### src/rtl/cache_wb_pkg.sv
// Shared types and constants for the cache write-back buffer.
// Entries are word-aligned RAM writes waiting to drain.
package cache_wb_pkg;

  localparam int WB_DATA_WIDTH = 32;
  localparam int WB_ADDR_WIDTH = 32;
  localparam int WORD_OFFSET   = 2;
  localparam int DEFAULT_DEPTH = 4;

  typedef struct packed {
    logic                     valid;
    logic [WB_ADDR_WIDTH-1:0] addr;
    logic [WB_DATA_WIDTH-1:0] data;
  } wb_entry_t;

endpackage

### src/rtl/wb_addr_match.sv
// Word-address compare of one address against every buffer entry.
// Returns a one-hot match vector and the matching entry's data (0 on no match).
module wb_addr_match
  import cache_wb_pkg::*;
#(
  parameter int DEPTH = DEFAULT_DEPTH
) (
  input  logic [WB_ADDR_WIDTH-1:0] addr,
  input  wb_entry_t                entries [DEPTH],
  output logic [DEPTH-1:0]         match,
  output logic [WB_DATA_WIDTH-1:0] data
);

  always_comb begin
    match = '0;
    data  = '0;
    for (int i = 0; i < DEPTH; i++) begin
      match[i] = entries[i].valid &&
                 ((entries[i].addr >> WORD_OFFSET) == (addr >> WORD_OFFSET));
      // Coalescing keeps at most one hit, so OR-ing acts as a mux.
      if (match[i]) data = data | entries[i].data;
    end
  end

endmodule

### src/rtl/cache_writeback_buffer.sv
// Write-back buffer between the cache controller and RAM: queues dirty evictions,
// coalesces repeat writes to the same word, drains in order and forwards to misses.
module cache_writeback_buffer
  import cache_wb_pkg::*;
#(
  parameter int DATA_WIDTH     = WB_DATA_WIDTH,
  parameter int RAM_ADDR_WIDTH = WB_ADDR_WIDTH,
  parameter int DEPTH          = DEFAULT_DEPTH,
  parameter int PTR_WIDTH      = 2
) (
  input  logic                      clk,
  input  logic                      rst,
  input  logic                      push_valid,
  input  logic [RAM_ADDR_WIDTH-1:0] push_addr,
  input  logic [DATA_WIDTH-1:0]     push_data,
  output logic                      full,
  output logic                      empty,
  output logic                      overflow,
  input  logic [RAM_ADDR_WIDTH-1:0] lookup_addr,
  output logic                      lookup_hit,
  output logic [DATA_WIDTH-1:0]     lookup_data,
  input  logic                      miss_pending,
  output logic                      ram_we,
  output logic [RAM_ADDR_WIDTH-1:0] ram_addr,
  output logic [DATA_WIDTH-1:0]     ram_wd,
  input  logic                      ram_ready
);

  logic                      valid_q [DEPTH];
  logic [RAM_ADDR_WIDTH-1:0] addr_q  [DEPTH];
  logic [DATA_WIDTH-1:0]     data_q  [DEPTH];
  logic [PTR_WIDTH-1:0]      head_ptr, tail_ptr;
  logic [PTR_WIDTH:0]        count_q, count_next;
  logic                      empty_q, full_q, overflow_q;

  wb_entry_t                 entries [DEPTH];
  logic [DEPTH-1:0]          push_match, lookup_match_unused;
  logic [DATA_WIDTH-1:0]     push_data_unused;
  logic                      pop, coalesce, alloc_req, alloc;
  logic [RAM_ADDR_WIDTH-1:0] push_addr_aligned;

  always_comb begin
    for (int i = 0; i < DEPTH; i++) begin
      entries[i].valid = valid_q[i];
      entries[i].addr  = addr_q[i];
      entries[i].data  = data_q[i];
    end
  end

  wb_addr_match #(.DEPTH(DEPTH)) u_push_match (
    .addr    (push_addr),
    .entries (entries),
    .match   (push_match),
    .data    (push_data_unused)
  );

  wb_addr_match #(.DEPTH(DEPTH)) u_lookup_match (
    .addr    (lookup_addr),
    .entries (entries),
    .match   (lookup_match_unused),
    .data    (lookup_data)
  );

  assign lookup_hit = |lookup_match_unused;

  assign ram_we   = !empty_q && !miss_pending;
  assign ram_addr = empty_q ? '0 : addr_q[head_ptr];
  assign ram_wd   = empty_q ? '0 : data_q[head_ptr];
  assign pop      = ram_we && ram_ready;

  // A hit on the head that is leaving this cycle must re-allocate so the newer
  // data is written after the older one instead of being lost with the pop.
  assign coalesce          = push_valid && (|push_match) && !(pop && push_match[head_ptr]);
  assign alloc_req         = push_valid && !coalesce;
  assign alloc             = alloc_req && (!full_q || pop);
  assign push_addr_aligned = {push_addr[RAM_ADDR_WIDTH-1:WORD_OFFSET], {WORD_OFFSET{1'b0}}};

  always_comb begin
    count_next = count_q;
    case ({alloc, pop})
      2'b10:   count_next = count_q + 1'b1;
      2'b01:   count_next = count_q - 1'b1;
      default: count_next = count_q;
    endcase
  end

  // Control state: pointers, occupancy, flags and valid bits
  always_ff @(posedge clk or posedge rst) begin
    if (rst) begin
      head_ptr   <= '0;
      tail_ptr   <= '0;
      count_q    <= '0;
      empty_q    <= 1'b1;
      full_q     <= 1'b0;
      overflow_q <= 1'b0;
      for (int i = 0; i < DEPTH; i++) valid_q[i] <= 1'b0;
    end else begin
      if (pop) begin
        valid_q[head_ptr] <= 1'b0;
        head_ptr          <= head_ptr + 1'b1;
      end
      // When full, tail == head: the allocate must win over the pop clear.
      if (alloc) begin
        valid_q[tail_ptr] <= 1'b1;
        tail_ptr          <= tail_ptr + 1'b1;
      end
      if (alloc_req && !alloc) overflow_q <= 1'b1;
      count_q <= count_next;
      empty_q <= (count_next == '0);
      full_q  <= (count_next == (PTR_WIDTH+1)'(DEPTH));
    end
  end

  // Entry payload: no reset, qualified by the valid bits
  always_ff @(posedge clk) begin
    for (int i = 0; i < DEPTH; i++) begin
      if (alloc && (tail_ptr == PTR_WIDTH'(i))) begin
        addr_q[i] <= push_addr_aligned;
        data_q[i] <= push_data;
      end else if (coalesce && push_match[i]) begin
        data_q[i] <= push_data;
      end
    end
  end

  assign full     = full_q;
  assign empty    = empty_q;
  assign overflow = overflow_q;

endmodule

### config.mk
export PLATFORM = sky130hd
export DESIGN_NAME = cache_writeback_buffer
export DESIGN_NICKNAME = d
export VERILOG_FILES = /design/src/rtl/cache_wb_pkg.sv /design/src/rtl/wb_addr_match.sv /design/src/rtl/cache_writeback_buffer.sv
export SDC_FILE = /design/constraint.sdc
export NUM_CORES = 1
export LEC_CHECK = 0
export CORE_MARGIN = 1
export CORE_UTILIZATION = 45
export CTS_BUF_LIST = sky130_fd_sc_hd__clkbuf_2 sky130_fd_sc_hd__clkbuf_4 sky130_fd_sc_hd__clkbuf_8
export DETAILED_ROUTE_END_ITERATION = 10
export GPL_ROUTABILITY_DRIVEN = 0
export PLACE_DENSITY = 0.68
export SETUP_SLACK_MARGIN = 0.05
export SLEW_MARGIN = 20
export SYNTH_ARGS = -nofsm -noshare
export SYNTH_HDL_FRONTEND = slang
export SYNTH_SLANG_ARGS = --single-unit
### constraint.sdc
create_clock -name clk -period 7.9 [get_ports clk]
set_input_delay 1.185 -clock clk [delete_from_list [all_inputs] [get_ports clk]]
set_output_delay 1.185 -clock clk [all_outputs]
set_load 0.005 [all_outputs]
==> key figures <==
Synth
  – Ys flop type: edfxtp_1
  – Yosys warns: 0
  – Synthesized-area fraction occupied by adder cells: 0.009656
  – Synth area leader: edfxtp_1
  – EDFF count, synth: 248
  – Post-Syn Area: 13740 um2
  – Seq/Total Area, Yosys: 0.5678
  – Synth Area in XOR/XNOR: 0.1562
  – Largest family of logic cells by synthesized area: XOR/XNOR gates
  – Synth Area in Compound Gates: 0.04290
  – Flops & latches, synth: 262
  – Mux contribution to synthesized area: 0.1033
  – Gate Count Post-Synth: 955
  – Synth area leaders: edfxtp_1, xnor2_1, mux4_2
  – Post-synth cell types: 36
  – Synth Area per Inst: 14.38 um2
  – Synth Area in Simple Gates: 0.08963
  – Ys async rst share: 0.05344
  – Post-synth top area share: 0.5422

Worst hold path
  – Hold EP: overflow$_DFFE_PP0P_
  – Origin of the worst min-delay path: overflow$_DFFE_PP0P_
  – Hold Crit Depth: 2
  – Hold crit path type: register to register

Critical path
  – Length in cells of the worst reg-to-reg path: 8
  – FF-to-FF Start: addr_q[0][19]$_DFFE_PP_
  – Crit start category: input port
  – CP required: 6.71 ns
  – CP max FO: 33
  – Beginning of the critical path: lookup_addr[10]
  – Critical R2R Capture: addr_q[3][5]$_DFFE_PP_
  – Crit Path Category: input port to output pin
  – Setup crit end kind: output pin
  – Worst EP arrival: 4.61 ns
  – Reg2reg setup slack: 3.48 ns

GRT
  – Initial antenna violation count: 2
  – Most Crowded Layer GR: met2
  – Largest net degree at the start of global routing: 46
  – Vias in the first global route: 9054
  – Met2 usage in global routing: 0.3864
  – All-layer global routing usage: 0.2488
  – Met1 Track Usage GR: 0.3435
  – Met3 global-route usage: 0.05563
  – Grt ovf: 0
  – First-pass GRT wire length: 56550 um

Clock network
  – Hold Buf Count CTS: 0
  – Clk sink count: 262
  – Setup Buffers After CTS: 0
  – Skew-Pair Late Insertion Delay: 0.57 ns
  – Clock-pin slew on the worst setup and hold paths: 0.06 ns
  – CTS tree: yes
  – H-tree depth: 2
  – CTS root buffer: clkbuf_8
  – Num CTS Buffers: 44
  – Max clock buf depth: 3
  – Cts repair resizes: 0

Final layout
  – Fin area: 16770 um2
  – Fin nets: 1240
  – Final Non-Filler Cells: 1552
  – Area delta synth->final: 22.06%
  – Final Util: 0.5627
  – Fraction of layout cells with a size suffix above 1: 0.1388

Die
  – Die height: 176.7 um
  – Die area: 31230 um2
  – Top-level port count: 202
  – Initial core utilization: 0.4610
  – Die width: 176.7 um
  – CORE AREA: 29800 um2
  – Placement Rows: 63

Power and ir drop
  – PwrDens: 305.3 nW/um2
  – Internal power: 3.505 mW
  – Combinational fraction of design power: 0.361
  – Switching Fraction: 0.3151
  – NetSw: 1.613 mW
  – Total power: 5.118 mW
  – Leak: 5.399 nW
  – Share of power burned in registers: 0.409
  – Worst VDD drop: 0.0001478 V
  – Clock power share: 0.230

Route
  – Via count: 8844
  – Iter 0 DRT Violations: 792
  – Routed WL per cell: 24.79 um
  – DRC: 0
  – Post-DRT Antenna Nets: 0
  – Final WL: 38480 um
  – DR pass1 iterations: 5
  – Drt via density: 5.698

Timing
  – Post-layout min period: 5.798 ns
  – Setup WS post-layout: 2.102 ns
  – FMAX: 172.5 MHz
  – Tcrit/Tclk final: 0.7340
  – Final hold slack: 0.4808 ns
  – Slew @ Worst Pin: 1.066 ns
  – TNS Setup: 0 ns
  – Fin. max-slew vios: 0
  – Final Hold Vio Count: 0
  – Max transition margin: 0.2891
  – Final setup viols: 0
  – RSZ-0062 raised after global routing: false
  – Layout Skew: 0.01577 ns

Status
  – Status: finished clean

Placement
  – Placed Cells incl. Taps: 1473
  – HPWL after DPL: 26750 um
  – IO Port Bufs: 195
  – Placed Area: 15920 um2
  – Post-placement worst setup slack: 2.163 ns

Flow run
  – Max Cap Viol: 0
## layer usage
layer  wire (um)  up-vias
met3        3415       72
met5          24        -
met4        1121        2
met2       17770      434
met1       16150     4409
li1            -     3927
## cell usage in the layout (no fill, tap or decap), types with 2 or more instances in the layout
cell,Yosys,routed
edfxtp_1,248,248
xnor2_1,228,228
clkdlybuf4s50_1,0,195
a22oi_1,64,64
nor2b_1,63,63
mux4_2,62,62
nand4_1,61,61
clkbuf_8,0,45
nand2_1,44,44
xor2_1,17,17
buf_4,5,15
clkbuf_4,0,13
nor4_1,12,12
dfrtp_1,13,11
ha_1,9,9
inv_1,8,8
clkinv_1,1,8
a22o_1,8,8
nor2_1,7,7
clkinv_2,0,6
nand3_1,4,4
or4_4,4,4
nor4_4,4,4
and2_1,4,4
clkinvlp_4,0,3
diode_2,0,2
conb_1,1,2
## kinds of logic (layout without fill, tap and decap cells)
| kind of cell | after synthesis | count (layout) |
|---|---|---|
| xor+xnor | 245 | 245 |
| flops | 262 | 262 |
| compound gates | 76 | 76 |
| mux | 64 | 64 |
| fa+ha+maj | 10 | 10 |
| buf+inv | 92 | 296 |
| simple gates | 205 | 205 |
| other cells | 1 | 4 |
## power by group through the flow
stage / Clock [mW] / Combinational [mW] / Sequential (mW)
CTS: 1.20 / 1.88 / 2.09
floorplan: 0 / 1.09 / 1.99
detailed placement: 0 / 1.86 / 2.12
global route: 1.25 / 1.98 / 2.12
global placement: 0 / 1.86 / 2.11
finish: 1.18 / 1.85 / 2.09
## flip-flops by register name, indices dropped and copies added, names as in the netlist
name and count:
entries 4, overflow 1, tail_ptr 2, addr_q 120, head_ptr 2, full 1, data_q 128, empty 1
count_q 3
## critical path: stages
cell	delay [ns]
clkdlybuf4s50_1	0.53
xnor2_1	0.43
nand4_1	0.28
or4_4	0.60
nor4_4	0.32
buf_4	0.46
a22oi_1	0.17
nand2_1	0.10
clkdlybuf4s50_1	0.53
## how the worst max path moves through the flow
stage	depth (start not counted)	end
3_3_place_gp	9	lookup_data[26]
5_1_grt	9	lookup_data[21]
6_report	9	lookup_data[21]
4_1_cts	9	lookup_data[26]
3_5_place_dp	9	lookup_data[21]
2_1_floorplan	14	full$_DFF_PP0_
## cells in the mapped netlist, drive strengths merged, types with 2 or more instances
library cell and instances:
nor2 7, clkbuf 48, nor4 16, nand4 61, mux2 2, ha 9
a22o 8, or4 5, nand2 44, xnor2 228, buf 35, inv 8
edfxtp 248, nand3 4, and2 4, a22oi 64, xor2 17, mux4 62
nor2b 63, dfrtp 13
## cell type report
class | count | area [um2]
multi-input cells | 602 | 5525
diodes | 2 | 5.005
flip-flops and latches | 262 | 7804
repair buffers | 210 | 2064
clock buffers | 58 | 716.9
inverters | 9 | 33.78
clock inverters | 19 | 128.9
well taps | 390 | 488.0
fillers | 2487 | 13030
Note: power is estimated with default switching activity, not from simulation.
